<file path="config.mk">
export PLATFORM = sky130hd
export DESIGN_NAME = lcd_spi_rx
export DESIGN_NICKNAME = d
export VERILOG_FILES = /design/src/rtl/lcd_pkg.sv /design/src/rtl/lcd_spi_deser.sv /design/src/rtl/lcd_spi_rx.sv
export SDC_FILE = /design/constraint.sdc
export NUM_CORES = 1
export LEC_CHECK = 0
export ABC_AREA = 1
export CAP_MARGIN = 0
export CORE_UTILIZATION = 59
export DETAILED_ROUTE_END_ITERATION = 8
export PLACE_DENSITY = 0.8
export SLEW_MARGIN = 20
export SYNTH_ARGS = -nofsm -noshare
export SYNTH_HDL_FRONTEND = slang
export SYNTH_HIERARCHICAL = 1
export SYNTH_SLANG_ARGS = --single-unit
</file>
<file path="constraint.sdc">
create_clock -name clk -period 2.2 [get_ports clk]
set_clock_uncertainty 0.2 [all_clocks]
set_input_delay 0.22 -clock clk [delete_from_list [all_inputs] [get_ports clk]]
set_output_delay 0.22 -clock clk [all_outputs]
set_load 0.01 [all_outputs]
</file>
<file path="src/rtl/lcd_pkg.sv">
// lcd_pkg: constants and types shared by the LCD SPI receiver and the
// transmit driver.
//   OP_*       : command opcodes for window setup and memory write
//   DEF_*_MAX  : default last column / row index of the panel
//   rx_state_e : command decoder states
`timescale 1ns/1ps
package lcd_pkg;

  localparam logic [7:0] OP_CASET = 8'h2A;
  localparam logic [7:0] OP_RASET = 8'h2B;
  localparam logic [7:0] OP_RAMWR = 8'h2C;

  localparam int DEF_X_MAX = 127;
  localparam int DEF_Y_MAX = 159;

  typedef enum logic [2:0] {
    ST_IDLE,
    ST_CASET,
    ST_RASET,
    ST_RAMWR,
    ST_SKIP
  } rx_state_e;

  // Decoder state entered on reception of a command byte.
  function automatic rx_state_e opcode_state(input logic [7:0] op);
    case (op)
      OP_CASET: return ST_CASET;
      OP_RASET: return ST_RASET;
      OP_RAMWR: return ST_RAMWR;
      default:  return ST_SKIP;
    endcase
  endfunction

endpackage

</file>
<file path="src/rtl/lcd_spi_deser.sv">
// lcd_spi_deser: synchronizes the SPI lines into clk and assembles bytes.
//   clk, reset          : system clock, synchronous active-high reset
//   oled_cs/clk/mosi/dc : asynchronous SPI lines (mode 0, MSB first)
//   rx_byte, rx_dc      : completed byte and its D/C classification
//   byte_valid          : one-cycle strobe when rx_byte/rx_dc are new
`timescale 1ns/1ps
module lcd_spi_deser (
  input  logic       clk,
  input  logic       reset,
  input  logic       oled_cs,
  input  logic       oled_clk,
  input  logic       oled_mosi,
  input  logic       oled_dc,
  output logic [7:0] rx_byte,
  output logic       rx_dc,
  output logic       byte_valid
);

  // Bit order within the synchronizer vectors: {cs, sclk, mosi, dc}.
  localparam logic [3:0] SYNC_IDLE = 4'b1000;

  logic [3:0] meta_q,  meta_d;
  logic [3:0] sync_q,  sync_d;
  logic       sclk_prev_q, sclk_prev_d;
  logic [2:0] bit_cnt_q, bit_cnt_d;
  logic [6:0] shift_q, shift_d;
  logic [7:0] byte_q, byte_d;
  logic       dc_q, dc_d;
  logic       valid_q, valid_d;

  logic cs_s, sclk_s, mosi_s, dc_s, sclk_rise;

  always_ff @(posedge clk) begin
    if (reset) begin
      meta_q      <= SYNC_IDLE;
      sync_q      <= SYNC_IDLE;
      sclk_prev_q <= 1'b0;
      bit_cnt_q   <= '0;
      shift_q     <= '0;
      byte_q      <= '0;
      dc_q        <= 1'b0;
      valid_q     <= 1'b0;
    end else begin
      meta_q      <= meta_d;
      sync_q      <= sync_d;
      sclk_prev_q <= sclk_prev_d;
      bit_cnt_q   <= bit_cnt_d;
      shift_q     <= shift_d;
      byte_q      <= byte_d;
      dc_q        <= dc_d;
      valid_q     <= valid_d;
    end
  end

  always_comb begin
    meta_d      = {oled_cs, oled_clk, oled_mosi, oled_dc};
    sync_d      = meta_q;
    {cs_s, sclk_s, mosi_s, dc_s} = sync_q;
    sclk_prev_d = sclk_s;
    sclk_rise   = sclk_s & ~sclk_prev_q;
    bit_cnt_d   = bit_cnt_q;
    shift_d     = shift_q;
    byte_d      = byte_q;
    dc_d        = dc_q;
    valid_d     = 1'b0;

    if (cs_s) begin
      bit_cnt_d = '0;
    end else if (sclk_rise) begin
      shift_d   = {shift_q[5:0], mosi_s};
      bit_cnt_d = bit_cnt_q + 3'd1;
      if (bit_cnt_q == 3'd7) begin
        byte_d  = {shift_q, mosi_s};
        dc_d    = dc_s;
        valid_d = 1'b1;
      end
    end
  end

  assign rx_byte    = byte_q;
  assign rx_dc      = dc_q;
  assign byte_valid = valid_q;

endmodule

</file>
<file path="src/rtl/lcd_spi_rx.sv">
// lcd_spi_rx: decodes the LCD command stream and reports pixel writes.
//   clk, reset          : system clock, synchronous active-high reset
//   oled_cs/clk/mosi/dc : SPI lines from the LCD driver (asynchronous)
//   pix_valid           : one-cycle strobe, pixel written at (pix_x, pix_y)
//   pix_x, pix_y        : pixel address
//   pix_color           : RGB565 pixel data
//   cmd_valid, cmd_code : one-cycle strobe and opcode for each command byte
`timescale 1ns/1ps
module lcd_spi_rx
  import lcd_pkg::*;
#(
  parameter int C_color_bits = 16,
  parameter int C_x_max      = DEF_X_MAX,
  parameter int C_y_max      = DEF_Y_MAX
) (
  input  logic                    clk,
  input  logic                    reset,
  input  logic                    oled_cs,
  input  logic                    oled_clk,
  input  logic                    oled_mosi,
  input  logic                    oled_dc,
  output logic                    pix_valid,
  output logic [6:0]              pix_x,
  output logic [7:0]              pix_y,
  output logic [C_color_bits-1:0] pix_color,
  output logic                    cmd_valid,
  output logic [7:0]              cmd_code
);

  localparam logic [6:0] X_MAX = 7'(C_x_max);
  localparam logic [7:0] Y_MAX = 8'(C_y_max);

  logic [7:0] rx_byte;
  logic       rx_dc;
  logic       byte_valid;

  lcd_spi_deser u_deser (
    .clk        (clk),
    .reset      (reset),
    .oled_cs    (oled_cs),
    .oled_clk   (oled_clk),
    .oled_mosi  (oled_mosi),
    .oled_dc    (oled_dc),
    .rx_byte    (rx_byte),
    .rx_dc      (rx_dc),
    .byte_valid (byte_valid)
  );

  rx_state_e state_q, state_d;

  logic [1:0]              idx_q, idx_d;
  logic [7:0]              start_lo_q, start_lo_d;
  logic [6:0]              xs_q, xs_d, xe_q, xe_d;
  logic [7:0]              ys_q, ys_d, ye_q, ye_d;
  logic [6:0]              cur_x_q, cur_x_d;
  logic [7:0]              cur_y_q, cur_y_d;
  logic                    hi_pending_q, hi_pending_d;
  logic [7:0]              color_hi_q, color_hi_d;
  logic                    pix_valid_q, pix_valid_d;
  logic [6:0]              pix_x_q, pix_x_d;
  logic [7:0]              pix_y_q, pix_y_d;
  logic [C_color_bits-1:0] pix_color_q, pix_color_d;
  logic                    cmd_valid_q, cmd_valid_d;
  logic [7:0]              cmd_code_q, cmd_code_d;

  logic       cmd_byte, data_byte, param_last;
  logic [6:0] new_xs, new_xe;
  logic [7:0] new_ys, new_ye;

  assign cmd_byte   = byte_valid & ~rx_dc;
  assign data_byte  = byte_valid &  rx_dc;
  assign param_last = (idx_q == 2'd3);

  // State register (FSM and datapath)
  always_ff @(posedge clk) begin
    if (reset) begin
      state_q      <= ST_IDLE;
      idx_q        <= '0;
      start_lo_q   <= '0;
      xs_q         <= '0;
      xe_q         <= X_MAX;
      ys_q         <= '0;
      ye_q         <= Y_MAX;
      cur_x_q      <= '0;
      cur_y_q      <= '0;
      hi_pending_q <= 1'b0;
      color_hi_q   <= '0;
      pix_valid_q  <= 1'b0;
      pix_x_q      <= '0;
      pix_y_q      <= '0;
      pix_color_q  <= '0;
      cmd_valid_q  <= 1'b0;
      cmd_code_q   <= '0;
    end else begin
      state_q      <= state_d;
      idx_q        <= idx_d;
      start_lo_q   <= start_lo_d;
      xs_q         <= xs_d;
      xe_q         <= xe_d;
      ys_q         <= ys_d;
      ye_q         <= ye_d;
      cur_x_q      <= cur_x_d;
      cur_y_q      <= cur_y_d;
      hi_pending_q <= hi_pending_d;
      color_hi_q   <= color_hi_d;
      pix_valid_q  <= pix_valid_d;
      pix_x_q      <= pix_x_d;
      pix_y_q      <= pix_y_d;
      pix_color_q  <= pix_color_d;
      cmd_valid_q  <= cmd_valid_d;
      cmd_code_q   <= cmd_code_d;
    end
  end

  // Next-state logic
  always_comb begin
    state_d = state_q;
    if (cmd_byte) begin
      state_d = opcode_state(rx_byte);
    end else if (data_byte && (state_q == ST_CASET || state_q == ST_RASET) && param_last) begin
      state_d = ST_SKIP;
    end
  end

  // Window bounds from the completing parameter byte; end is clamped to start.
  always_comb begin
    new_xs = start_lo_q[6:0];
    new_xe = (rx_byte[6:0] < new_xs) ? new_xs : rx_byte[6:0];
    new_ys = start_lo_q;
    new_ye = (rx_byte < new_ys) ? new_ys : rx_byte;
  end

  // Output and datapath logic
  always_comb begin
    idx_d        = idx_q;
    start_lo_d   = start_lo_q;
    xs_d         = xs_q;
    xe_d         = xe_q;
    ys_d         = ys_q;
    ye_d         = ye_q;
    cur_x_d      = cur_x_q;
    cur_y_d      = cur_y_q;
    hi_pending_d = hi_pending_q;
    color_hi_d   = color_hi_q;
    pix_valid_d  = 1'b0;
    pix_x_d      = pix_x_q;
    pix_y_d      = pix_y_q;
    pix_color_d  = pix_color_q;
    cmd_valid_d  = 1'b0;
    cmd_code_d   = cmd_code_q;

    if (cmd_byte) begin
      cmd_valid_d  = 1'b1;
      cmd_code_d   = rx_byte;
      idx_d        = '0;
      hi_pending_d = 1'b0;
      if (rx_byte == OP_RAMWR) begin
        cur_x_d = xs_q;
        cur_y_d = ys_q;
      end
    end else if (data_byte) begin
      case (state_q)
        ST_CASET, ST_RASET: begin
          idx_d = idx_q + 2'd1;
          if (idx_q == 2'd1) start_lo_d = rx_byte;
          if (param_last) begin
            if (state_q == ST_CASET) begin
              xs_d    = new_xs;
              xe_d    = new_xe;
              cur_x_d = new_xs;
              cur_y_d = ys_q;
            end else begin
              ys_d    = new_ys;
              ye_d    = new_ye;
              cur_x_d = xs_q;
              cur_y_d = new_ys;
            end
          end
        end
        ST_RAMWR: begin
          if (!hi_pending_q) begin
            color_hi_d   = rx_byte;
            hi_pending_d = 1'b1;
          end else begin
            hi_pending_d = 1'b0;
            pix_valid_d  = 1'b1;
            pix_x_d      = cur_x_q;
            pix_y_d      = cur_y_q;
            pix_color_d  = C_color_bits'({color_hi_q, rx_byte});
            if (cur_x_q == xe_q) begin
              cur_x_d = xs_q;
              cur_y_d = (cur_y_q == ye_q) ? ys_q : cur_y_q + 8'd1;
            end else begin
              cur_x_d = cur_x_q + 7'd1;
            end
          end
        end
        default: ;
      endcase
    end
  end

  assign pix_valid = pix_valid_q;
  assign pix_x     = pix_x_q;
  assign pix_y     = pix_y_q;
  assign pix_color = pix_color_q;
  assign cmd_valid = cmd_valid_q;
  assign cmd_code  = cmd_code_q;

endmodule

</file>
Yosys cells after proc, flatten, opt, wreduce, memory -nomap -nowiden
Index checks and enable logic that the tools add are counted.
{"block": "totals", "regBits": 137, "latchBits": 0, "ramBits": 0, "rom_bits": 0, "input_bits": 6, "output_inout_bits": 41, "n_memories": 0}
{"block": "classes", "n_addsub": 4, "mul": 0, "div_mod_pow": 0, "order_cmp": 2, "eq_ne": 15, "shift": 0, "mux": 26, "bitwise_logic": 12, "n_reduce_logical": 23}
{"cell": "$mux W8", "n": 9}
{"cell": "$mux W7", "n": 8}
{"cell": "$eq A8 B6 Y1 const B", "n": 3}
{"cell": "$pmux W8 S2", "n": 1}
{"cell": "$reduce_and A4 Y1", "n": 4}
{"cell": "$reduce_and A5 Y1", "n": 3}
{"cell": "$pmux W7 S2", "n": 1}
{"cell": "$ne A3 B3 Y1 const B", "n": 3}
{"cell": "$not A1 Y1", "n": 9}
{"cell": "$pmux W3 S3", "n": 1}
{"cell": "$add A8 B1 Y8 const B", "n": 1}
{"cell": "$eq A8 B8 Y1", "n": 1}
{"cell": "$lt A8 B8 Y1", "n": 1}
{"cell": "$add A7 B1 Y7 const B", "n": 1}
{"cell": "$eq A7 B7 Y1", "n": 1}
{"cell": "$lt A7 B7 Y1", "n": 1}
{"cell": "$eq A3 B2 Y1 const B", "n": 2}
{"cell": "$mux W3", "n": 2}
{"cell": "$reduce_and A2 Y1", "n": 3}
{"cell": "$reduce_and A6 Y1", "n": 1}
{"cell": "$reduce_or A2 Y1", "n": 3}
{"cell": "$mux W1", "n": 4}
{"cell": "$reduce_bool A2 Y1", "n": 2}
{"cell": "$reduce_or A4 Y1", "n": 1}
{"cell": "other kinds (13)", "n": 16}

Longest topological paths before layout
Gate-level depths: netlist (run 1).
{"block": "depth", "ltp_word": 7, "depth_mapped": 13}

Cells and area by module
Netlist (run 1), hierarchy kept.
{"mod": "lcd_spi_rx", "n_inst": 1, "cells_per_inst": 788, "area_per_inst_um2": 5424.0}
{"mod": "lcd_spi_deser", "n_inst": 1, "cells_per_inst": 135, "area_per_inst_um2": 1079.8}

Worst setup path after synthesis (run 1)
OpenSTA, ideal clock, no wires.
{"block": "synth_path", "kind": "reg-to-reg", "startpoint": "register start_lo_q[6], in the netlist new_ys[6]", "endpoint": "register ye_q[1]", "setup_ns": 0.120, "arrival_time_ns": 1.627, "required_time_ns": 1.880, "slack_ns": 0.253, "path_stages_with_launch": 11, "path_buffers": 1, "cell_sequence": "dfxtp_1 -> inv_1 -> ha_1 -> nand2_1 -> nand2_1 -> o21bai_1 -> a21oi_1 -> nand2_2 -> buf_4 -> o211ai_1 -> nand2_1"}
{"block": "synth_between", "elab_chain_cells": 2}
{"item": "start: declaration", "line_no": "lcd_spi_rx.sv:52", "rtl": "logic [7:0] start_lo_q, start_lo_d;"}
{"item": "start signal: assignment", "line_no": "lcd_spi_rx.sv:97", "rtl": "start_lo_q <= start_lo_d;"}
{"item": "$lt A8 B8 Y1", "line_no": "lcd_spi_rx.sv:130", "rtl": "new_ye = (rx_byte < new_ys) ? new_ys : rx_byte;"}
{"item": "$mux W8", "line_no": "lcd_spi_rx.sv:130"}
{"item": "end signal: assignment", "line_no": "lcd_spi_rx.sv:101", "rtl": "ye_q <= ye_d;"}
{"item": "end: declaration", "line_no": "lcd_spi_rx.sv:54", "rtl": "logic [7:0] ys_q, ys_d, ye_q, ye_d;"}
Every way passes these cells.
A chain may end at the register's enable or synchronous reset.

Worst setup path after layout (run 1)
{"block": "layout_path", "startpoint": "register state_q[0]", "endpoint": "register color_hi_q[4]"}
{"block": "layout_between", "elab_chain_cells": 2}
{"item": "start: declaration", "line_no": "lcd_spi_rx.sv:49", "rtl": "rx_state_e state_q, state_d;"}
{"item": "start signal: assignment", "line_no": "lcd_spi_rx.sv:95", "rtl": "state_q <= state_d;"}
{"item": "$eq A3 B2 Y1", "line_no": "lcd_spi_rx.sv:162", "rtl": "case (state_q)"}
{"item": "$reduce_and A4 Y1 (no source line)"}
{"item": "end signal: assignment", "line_no": "lcd_spi_rx.sv:105", "rtl": "color_hi_q <= color_hi_d;"}
{"item": "end: declaration", "line_no": "lcd_spi_rx.sv:58", "rtl": "logic [7:0] color_hi_q, color_hi_d;"}
Every way passes these cells.

==> flow_summary_export.csv, run 1 <==
group,metric,value,unit
placement,place_ws,0.1291,ns
layout,fin_cells,1141,
setup_path,crit_arrival,2.20,ns
setup_path,cpMaxStageDelayCell,"nand2_1",
logic_synthesis,synth-async-reset-ratio,0,
sta,rsz0062_at_grt,"no",
sta,period_needed,2.001,ns
logic_synthesis,syn_area_per_cell,7.046,sq um
layout,syn_to_final_growth,21.41,%
sta,slew_violations,0,
sta,slew_headroom,0.6274,
clock_tree,numCtsBuffers,17,
global_routing,grt_pass1_vias,5739,
placement,portBuffers,46,
placement,gp_congestion,0.9056,
global_routing,grt.met2_usage,0.5276,
routing,drt_wl_total,16630,um
setup_path,crit_buf_inv,1,
layout,layout_common_cells,"nand2_1 (236), dfxtp_1 (137), inv_1 (98)",
setup_path,startpoint_type,"flop",
pwr,power_density,708.1,nW/um^2
setup_path,path_depth,7,
logic_synthesis,synthCells,923,
sta,whs,0.07030,ns
setup_path,crit_top_cell,"nor2_4",
clock_tree,cts_root_buffer,"clkbuf_8",
floorplanning,rows,37,
setup_path,worst-path-max-fanout,17,
routing,viasPerCell,5.402,
placement,place_area,7226,sq um
setup_path,required,2.40,ns
routing,drtIter0Drc,413,
routing,ant_nets,0,
global_routing,grtUsageTotal,0.3085,
pwr,clock_power_share,0.538,
clock_tree,clk_latency,0.54,ns
floorplanning,initial_utilization,0.6189,
setup_path,r2r_end,"color_hi_q[4]",
setup_path,endpoint,"color_hi_q[4]",
routing,wl_per_cell,14.57,um
sta,fmax,0.4997,GHz
sta,hold_viol_final,0,
global_routing,antenna_found_initial,1,
logic_synthesis,synth-edff-count,0,
logic_synthesis,synth_cell_types,35,
floorplanning,die_h,107.0,um
layout,final_area,7896,sq um
layout,num_antenna_cells,0,
floorplanning,coreArea,10510,sq um
routing,drc,0,
setup_path,critPathKind,"reg -> reg",
sta,setup_viol,0,
floorplanning,die_x,107.0,um
pwr,swShare,0.2017,
pwr,p_int,4.464,mW
clock_tree,cts_sinks,137,
global_routing,grtUsageMet1,0.3651,
setup_path,cp-end-kind,"flop",
layout,drive_gt1_frac,0.1134,
setup_path,r2r_slack,0.20,ns
sta,worstMarginPinSlew,0.5575,ns
sta,post-route-period-util,0.9096,
layout,final.fill_count,837,
layout,final_nets,1012,
clock_tree,cts.reportedPaths.clkPinSlew,0.06,ns
setup_path,cp-startpoint,"state_q[0]",
setup_path,r2r_cells,7,
floorplanning,ioPinCount,47,
logic_synthesis,synth_area,6504,sq um
sta,fin_tns_setup,0,ns
pwr,p_seq_frac,0.446,
outcome,status,"finished, final reports clean",
clock_tree,cts_tree,"done",
min_path,min_path_type,"in -> reg",
setup_path,crit_path_cell_trace,"inv_2 -> nor2_4 -> nand2_2 -> nor2_4 -> nand2_1 -> o21ai_0 -> a21oi_1",
layout,layout_commonest_cell,"nand2_1",
pwr,ir_drop,0.6617,mV
logic_synthesis,synth-main-ff-cell,"dfxtp_1",
logic_synthesis,synth_nets,942,
routing,dr.pass1.iters,5,
setup_path,max_stage_delay,0.39,ns
placement,dp_cells,1106,
clock_tree,cts_setup_buffers,0,
pwr,total_power,5.592,mW
logic_synthesis,yosysWarnings,6,
routing,vias,6164,
clock_tree,cts_buffer_depth,2,
clock_tree,htree_levels,4,
logic_synthesis,ys_ff_latch,137,
run,drv_cap,0,
setup_path,reg2reg_from,"state_q[0]",
pwr,p_leak,3.320,nW
sta,worst_slack,0.1989,ns
pwr,p_sw,1.128,mW
logic_synthesis,ys_seq_area_frac,0.4217,
layout,final_util,0.7514,
global_routing,grt_most_used_layer,"met2",
global_routing,grt_overflow_total,0,
global_routing,grt_pass1_wl,27300,um
pwr,pwr-share-comb,0.016,
global_routing,grt_max_degree,38,
setup_path,cpLargestDelayFamily,"simple AND/OR/NAND/NOR gates",
placement,dp_hpwl,11610,um
floorplanning,die_area,11450,sq um
global_routing,met3_usage,0.06809,
## cell families (layout without fill, tap and decap cells)
logic type                 Yosys count  count (layout)  synth area share
and+or+nand+nor                    430             430            0.2903
AOI/OAI and AO/OA                  180             180            0.1497
buffers and inverters              148             230           0.09311
DFF                                137             137            0.4217
xor gates and xnor gates            15              15           0.02020
adders and majority gates           13              13           0.02501
## power groups by stage
stage,Clock (mW),Sequential (mW),Combinational (mW)
2_1_floorplan,0,2.55,0.0544
3_3_place_gp,0,2.55,0.0794
3_5_place_dp,0,2.55,0.0813
4_1_cts,3.04,2.49,0.0874
5_1_grt,3.16,2.49,0.0987
6_report,3.01,2.49,0.0893
## synthesized netlist by cell type (all sizes together), types with 7 or more instances
cell	number	area [sq um]
inv	109	409.1
xnor2	7	61.31
ha	13	162.7
dfxtp	137	2743
clkbuf	17	65.06
xor2	8	70.07
nor2	90	437.9
a211oi	12	90.09
nand3	80	417.9
o21ai	60	300.3
a21oi	94	478.0
nand4	7	43.79
buf	20	123.9
nand2	246	948.4
## worst min path at each step
stage / start / endpoint / slack (ns) / cells after the start
finish: oled_cs / u_deser/meta_q[3] / 0.07 / 2
detailed placement: u_deser/meta_q[1] / u_deser/sync_q[1] / 0.20 / 2
CTS: oled_cs / u_deser/meta_q[3] / 0.05 / 2
global route: oled_cs / u_deser/meta_q[3] / 0.05 / 2
floorplan: reset / cmd_valid / 0.12 / 1
global placement: u_deser/meta_q[2] / u_deser/sync_q[2] / 0.19 / 2
## layer usage
metal | up-vias | wire length [um]
li1 | 3120 | -
met2 | 189 | 8099
met1 | 2805 | 7062
met4 | 0 | 553
met5 | - | 0
met3 | 50 | 911
## state kept, by name (all words and copies together), names as in the netlist, 8 cells and up
register	count
new_ys	8
cmd_code	8
pix_color	16
cur_y_q	8
ys_q	8
ye_q	8
u_deser/rx_byte	8
pix_y	8
color_hi_q	8
## layout make-up
cell class                 instances  area, sq um  area share
multi-input combinational        638         3164      0.4007
timing repair buffer              88        780.7     0.09888
clock inverter                    12        200.2     0.02535
tap                              136        170.2     0.02155
clock buffer                      19        421.7     0.05340
sequential                       137         2743      0.3473
inverter                         111        416.7     0.05277
## timing repair
action,in CTS,in global routing
resized for setup,0,2
hold endpoints to repair,7,0
hold buffers,4,0
setup endpoints to repair,0,8
No activity file was read; power rests on OpenSTA's default activity.
==> run 2, diff against run 1 <==
SYNTH_HIERARCHICAL = not set   (was 1)
==> run 2 against run 1 <==
Net effect:
- critical path depth up 3
- utilization is 0.84 points lower
- worst setup slack lost 0.083 ns
- register-to-register slack got worse by 0.08 ns
- clock-buffer cell count did not move
- clock power fell by 4%
- maximum frequency fell by 4.0%
- power is 2.4% lower
- hold slack worse by 0.055 ns
- wire length grew 10%
- sequential share of layout area up 0.55 points
- critical path type unchanged
- largest power group unchanged
- highest routed layer unchanged
==> flow_summary_export.csv, run 2 <==
group,metric,value,unit
sta,slew_headroom,0.6489,
logic_synthesis,synth_area_leaders,"dfxtp_1 (43%), nand2_1 (12%), a21oi_1 (9.2%), nand3_1 (7.8%), o21ai_0 (5.3%)",
sta,hold_viol_final,0,
setup_path,reg2reg_from,"new_ys[4]",
pwr,p_int,4.285,mW
routing,drtIter0Drc,468,
routing,vias,6392,
clock_tree,numCtsBuffers,17,
sta,period_needed,2.084,ns
setup_path,crit_arrival,2.30,ns
min_path,hold_end,"u_deser.meta_q[1]",
sta,setup_viol,0,
global_routing,grt_pass1_vias,5930,
floorplanning,initial_utilization,0.6159,
min_path,hp-start,"oled_mosi",
layout,final_nets,987,
logic_synthesis,synth_top_area_frac,0.4256,
layout,layout_common_cells,"nand2_1 (212), dfxtp_1 (137), a21oi_1 (118)",
routing,ant_nets,0,
setup_path,crit_path_cell_trace,"inv_1 -> ha_1 -> inv_1 -> nor2_1 -> nand3_1 -> nand2_1 -> buf_4 -> nand2_1 -> o211ai_1 -> nand2_1",
floorplanning,die_x,106.5,um
routing,wl_per_cell,16.38,um
logic_synthesis,yosysWarnings,0,
logic_synthesis,synth-edff-count,0,
logic_synthesis,syn_area_per_cell,7.089,sq um
pwr,clock_power_share,0.528,
setup_path,critPathKind,"reg -> reg",
setup_path,cp-startpoint,"new_ys[4]",
pwr,p_leak,3.116,nW
min_path,min_path_type,"in -> reg",
sta,fin_tns_setup,0,ns
logic_synthesis,synth_top_cell_by_area,"dfxtp_1",
sta,slew_violations,0,
pwr,pwr-share-comb,0.016,
setup_path,r2r_slack,0.12,ns
setup_path,crit_top_cell,"nand2_1",
floorplanning,rows,37,
logic_synthesis,synthCells,909,
routing,drt_wl_total,18300,um
clock_tree,cts.reportedPaths.clkPinSlew,0.06,ns
logic_synthesis,synth_nets,928,
pwr,ir_drop,0.6720,mV
sta,fmax,0.4798,GHz
pwr,p_seq_frac,0.457,
global_routing,grt_overflow_total,0,
global_routing,antenna_found_initial,0,
logic_synthesis,synth-main-ff-cell,"dfxtp_1",
pwr,swShare,0.2150,
setup_path,r2r_cells,10,
routing,drc,0,
setup_path,cpMaxStageDelayCell,"dfxtp_1",
sta,post-route-period-util,0.9473,
placement,dp_hpwl,12630,um
layout,layout_commonest_cell,"nand2_1",
floorplanning,coreArea,10460,sq um
routing,viasPerCell,5.722,
clock_tree,cts_tree,"done",
outcome,status,"finished, final reports clean",
logic_synthesis,yosysMostFrequentCell,"nand2_1",
logic_synthesis,synth_cell_types,33,
setup_path,required,2.42,ns
global_routing,grtUsageTotal,0.3400,
sta,rsz0062_at_grt,"no",
floorplanning,die_h,106.5,um
routing,dr.pass1.iters,5,
global_routing,grt_max_degree,76,
clock_tree,cts_setup_buffers,0,
layout,num_antenna_cells,0,
floorplanning,ioPinCount,47,
min_path,min_path_cells,3,
clock_tree,cts_sinks,137,
setup_path,worst-path-max-fanout,7,
clock_tree,clk_latency,0.53,ns
layout,final_util,0.7430,
logic_synthesis,ys_ff_latch,137,
sta,worstMarginPinSlew,0.5253,ns
pwr,power_density,702.1,nW/um^2
setup_path,cp-end-kind,"flop",
logic_synthesis,ys_top_cells_by_count,"nand2_1 (212), dfxtp_1 (137), a21oi_1 (118), nand3_1 (101), inv_1 (87)",
setup_path,r2r_end,"ye_q[1]",
layout,largest_reg_flops,16,
setup_path,max_stage_delay,0.40,ns
pwr,p_sw,1.174,mW
logic_synthesis,synth-async-reset-ratio,0,
layout,drive_gt1_frac,0.1030,
logic_synthesis,synth_area,6444,sq um
placement,portBuffers,46,
clock_tree,htree_levels,4,
global_routing,grt_pass1_wl,29440,um
placement,gp_congestion,1.006,
run,drv_cap,0,
clock_tree,cts_buffer_depth,2,
clock_tree,cts_root_buffer,"clkbuf_8",
layout,syn_to_final_growth,20.64,%
setup_path,startpoint_type,"flop",
floorplanning,die_area,11340,sq um
logic_synthesis,ys_seq_area_frac,0.4256,
run 2: cell count changes after synthesis, moves of 6 or more:
cell	delta
a21oi_1	+26
nand3_1	+23
o21ai_0	+10
nor2_1	-17
nand2_1	-24
clkbuf_1	+14
a211oi_1	-9
buf_2	-6
inv_1	-11
run 2: logic make-up (layout without fill, tap and decap cells):
family,after synthesis,count (layout),synth area share
xor+xnor,18,18,0.02447
buf+inv,139,211,0.08738
compound gates,209,209,0.1730
flops,137,137,0.4256
simple gates,393,393,0.2643
fa+ha+maj,13,13,0.02524
run 2: stage by stage:
stage | power [mW] | instances | cell area [sq um] | hold slack [ns] | setup WS [ns]
CTS | 5.484 | 1117 | 7774 | 0.001263 | 0.1718
detailed placement | 2.628 | 1083 | 7153 | 0.2009 | 0.2175
global placement | 2.626 | 1083 | 7153 | 0.1930 | 0.1836
finish | 5.458 | 1117 | 7774 | 0.01525 | 0.1159
global route | 5.602 | 1117 | 7774 | 0.01300 | 0.0007241
floorplan | 2.597 | 909 | 6444 | 0.1039 | 0.2802
run 2: final cells by class:
cell class	instances	area [sq um]
fill	829	2689
inverter	93	349.1
tap	136	170.2
clock inverter	13	168.9
clock buffer	19	431.7
timing repair buffer	86	773.2
sequential	137	2743
multi-input combinational	633	3138
run 2: worst max path at each step:
stage	to	cells past startpoint
floorplan	ye_q[1]	10
global placement	new_ys[4]	7
detailed placement	ye_q[4]	9
CTS	ye_q[1]	10
global route	ye_q[1]	10
finish	ye_q[1]	10
run 2: metal layers:
layer	GRT usage	part of all wire	vias to the layer above
met2	0.5733	0.49	278
met3	0.06806	0.068	56
met1	0.4086	0.40	2963
li1	-	-	3095
met5	0	0	-
met4	0.1781	0.038	0
run 2: power by group through the flow:
stage	combinational (mW)	sequential, mW	clock (mW)
2_1_floorplan	0.0508	2.55	0
3_3_place_gp	0.0789	2.55	0
3_5_place_dp	0.0812	2.55	0
4_1_cts	0.0844	2.49	2.91
5_1_grt	0.0930	2.49	3.02
6_report	0.0851	2.49	2.88
run 2: repair_timing:
item	in CTS	in global routing
gates resized for setup	0	0
hold endpoints to repair	39	0
hold buffers	2	0
run 2: worst max-delay path: cells and delay by family (launching register included):
family	cells	cell delay, ns
flip-flops	1	0.40
AO/OA/AOI/OAI	1	0.08
buffers and inverters	3	0.38
adder cells (fa/ha/maj)	1	0.35
AND/OR/NAND/NOR	5	0.56
==> run 3, diff against run 2 <==
CORE_UTILIZATION = 53   (was 59)
PLACE_DENSITY = 0.76   (was 0.8)
clock period = 1.85 ns   (was 2.2 ns; I/O delays follow)
==> run 3 against run 2 <==
Net effect:
- the flow now finishes with violations (negative setup slack)
- sequential power up 19%
- maximum frequency increased by 11%
- sequential cell count stayed put
- first-iteration DRC count increased by 9.0%
- utilization down 0.44 points
- register-to-register slack lost 0.15 ns
- final cell count increased by 5.2%
- sequential share of layout area fell by 3.1 points
- worst setup slack got worse by 0.15 ns
- largest cell class unchanged
==> flow_summary_export.csv, run 3 (synthesis gave the netlist of run 2 again) <==
group,metric,value,unit
setup_path,cpLargestDelayFamily,"simple AND/OR/NAND/NOR gates",
layout,final_nets,1038,
clock_tree,numCtsBuffers,17,
clock_tree,htree_levels,4,
layout,layout_common_cells,"nand2_1 (196), dfxtp_1 (122), a21oi_1 (114)",
floorplanning,ioPinCount,47,
layout,drive_gt1_frac,0.2035,
routing,wl_per_cell,15.43,um
floorplanning,die_area,12600,sq um
clock_tree,cts_tree,"done",
floorplanning,die_x,112.3,um
setup_path,startpoint_type,"flop",
layout,final.fill_count,879,
clock_tree,cts_root_buffer,"clkbuf_16",
sta,rsz0062_at_grt,"yes",
layout,fin_cells,1175,
layout,multi_input_area,3387,sq um
floorplanning,die_h,112.3,um
setup_path,crit_path_cell_trace,"buf_6 -> ha_4 -> nand2_2 -> nand2_2 -> nand3_2 -> nand2_4 -> nand3_4 -> nand2_4 -> clkbuf_16 -> nor2_1 -> o21bai_1 -> inv_1",
pwr,power_density,785.1,nW/um^2
run,drv_cap,0,
global_routing,grt_max_degree,56,
setup_path,required,1.97,ns
routing,dr.pass1.iters,5,
sta,hold_viol_final,0,
setup_path,cpMaxStageDelayCell,"dfxtp_2",
sta,fmax,0.5310,GHz
clock_tree,cts.reportedPaths.clkPinSlew,0.06,ns
setup_path,max_stage_delay,0.33,ns
routing,viasPerCell,5.461,
routing,drc,0,
sta,slew_violations,0,
outcome,failed_checks,"negative setup slack",
global_routing,antenna_found_initial,0,
layout,seqCellArea,2764,sq um
min_path,min_path_type,"in -> reg",
sta,post-route-period-util,1.018,
pwr,ir_drop,0.9625,mV
routing,drt_wl_total,18140,um
placement,dp_hpwl,11890,um
placement,gp_congestion,0.9303,
routing,ant_nets,0,
sta,whs,0.07162,ns
layout,num_antenna_cells,0,
global_routing,grtUsageTotal,0.2931,
clock_tree,clk_latency,0.43,ns
setup_path,crit_arrival,2.00,ns
clock_tree,cts_sinks,137,
floorplanning,coreArea,11610,sq um
sta,setup_viol,5,
setup_path,critPathKind,"reg -> reg",
setup_path,worst-path-max-fanout,7,
global_routing,grt_pass1_wl,28890,um
sta,worst_slack,-0.03340,ns
floorplanning,rows,39,
pwr,p_leak,3.485,nW
setup_path,cp-end-kind,"flop",
clock_tree,cts_buffer_depth,2,
sta,worstMarginPinSlew,0.3513,ns
routing,vias,6417,
layout,largest_reg_flops,16,
setup_path,crit_buf_inv,3,
routing,drtIter0Drc,510,
global_routing,grt_overflow_total,0,
global_routing,grt_pass1_vias,5990,
placement,portBuffers,46,
layout,layout_commonest_cell,"nand2_1",
floorplanning,initial_utilization,0.5548,
layout,syn_to_final_growth,33.13,%
placement,dp_cells,1128,
sta,slew_headroom,0.7658,
sta,period_needed,1.883,ns
outcome,status,"finished with violations",
run 3: cell types whose count changed in the layout (fill, tap and decap cells not counted), sizes merged:
cell,previous run,this run
buf,39,89
bufinv,3,5
clkbuf,19,18
clkinv,3,4
clkinvlp,4,3
dlygate4sd3,2,1
nand2,220,221
run 3: timing repair:
item                                    CTS  global route
endpoints found under the setup margin   22            66
buffers inserted                          3             9
endpoints found under the hold margin     6             0
hold buffers                              1             0
cloned                                    1             1
resized for setup                         7            75
pin swaps                                 6            20
run 3: final cells by class:
class / instances / share of cell area
multi-input cells: 634 / 0.3948
flip-flops and latches: 137 / 0.3222
repair buffers: 136 / 0.1445
clock buffers: 17 / 0.04959
inverters: 93 / 0.04288
clock inverters: 15 / 0.02509
well taps: 143 / 0.02086
run 3: worst reg2reg max path: cells and delay by family (launching register included):
kind / cells / cell delay [ns]
fa+ha+maj: 1 / 0.25
simple gates: 7 / 0.53
buf+inv: 3 / 0.31
compound gates: 1 / 0.14
flops: 1 / 0.33
run 3: final timing paths:
kind                                         start                 to  slack [ns]  depth (start not counted)
worst max register to register  u_deser.rx_byte[1]            ye_q[6]       -0.03                         12
worst min-delay path                     oled_mosi  u_deser.meta_q[1]        0.07                          3
worst min register to register   u_deser.meta_q[0]  u_deser.sync_q[0]        0.20                          2
worst max-delay path            u_deser.rx_byte[1]            ye_q[6]       -0.03                         12
run 3: metal layers:
layer | part of all wire | GRT usage | vias to the layer above
li1 | - | - | 3200
met1 | 0.42 | 0.3643 | 2944
met2 | 0.48 | 0.4865 | 223
met3 | 0.059 | 0.06749 | 50
met4 | 0.033 | 0.1298 | 0
met5 | 0 | 0 | -
run 3: through the flow:
stage / instance area (sq um) / TNS (ns) / util / setup WS, ns / power [mW]
6_report: 8578 / -0.07628 / 0.7386 / -0.03340 / 6.734
5_1_grt: 8578 / -0.7353 / 0.7386 / -0.08491 / 6.902
4_1_cts: 8199 / -0.01616 / 0.7060 / -0.01204 / 6.765
3_5_place_dp: 7498 / -0.7311 / 0.6457 / -0.06301 / 3.125
3_3_place_gp: 7498 / -0.2273 / 0.6457 / -0.03038 / 3.123
2_1_floorplan: 6461 / 0 / - / 0.01670 / 3.089
run 3: report_power, final:
| group | leakage [nW] | internal [mW] | total, mW | switching (mW) |
|---|---|---|---|---|
| sequential | 1.11 | 2.96 | 2.96 | 0.00325 |
| combinational | 2.07 | 0.0335 | 0.0985 | 0.0649 |
| clock | 0.303 | 2.28 | 3.67 | 1.39 |
| total | 3.48 | 5.27 | 6.73 | 1.46 |
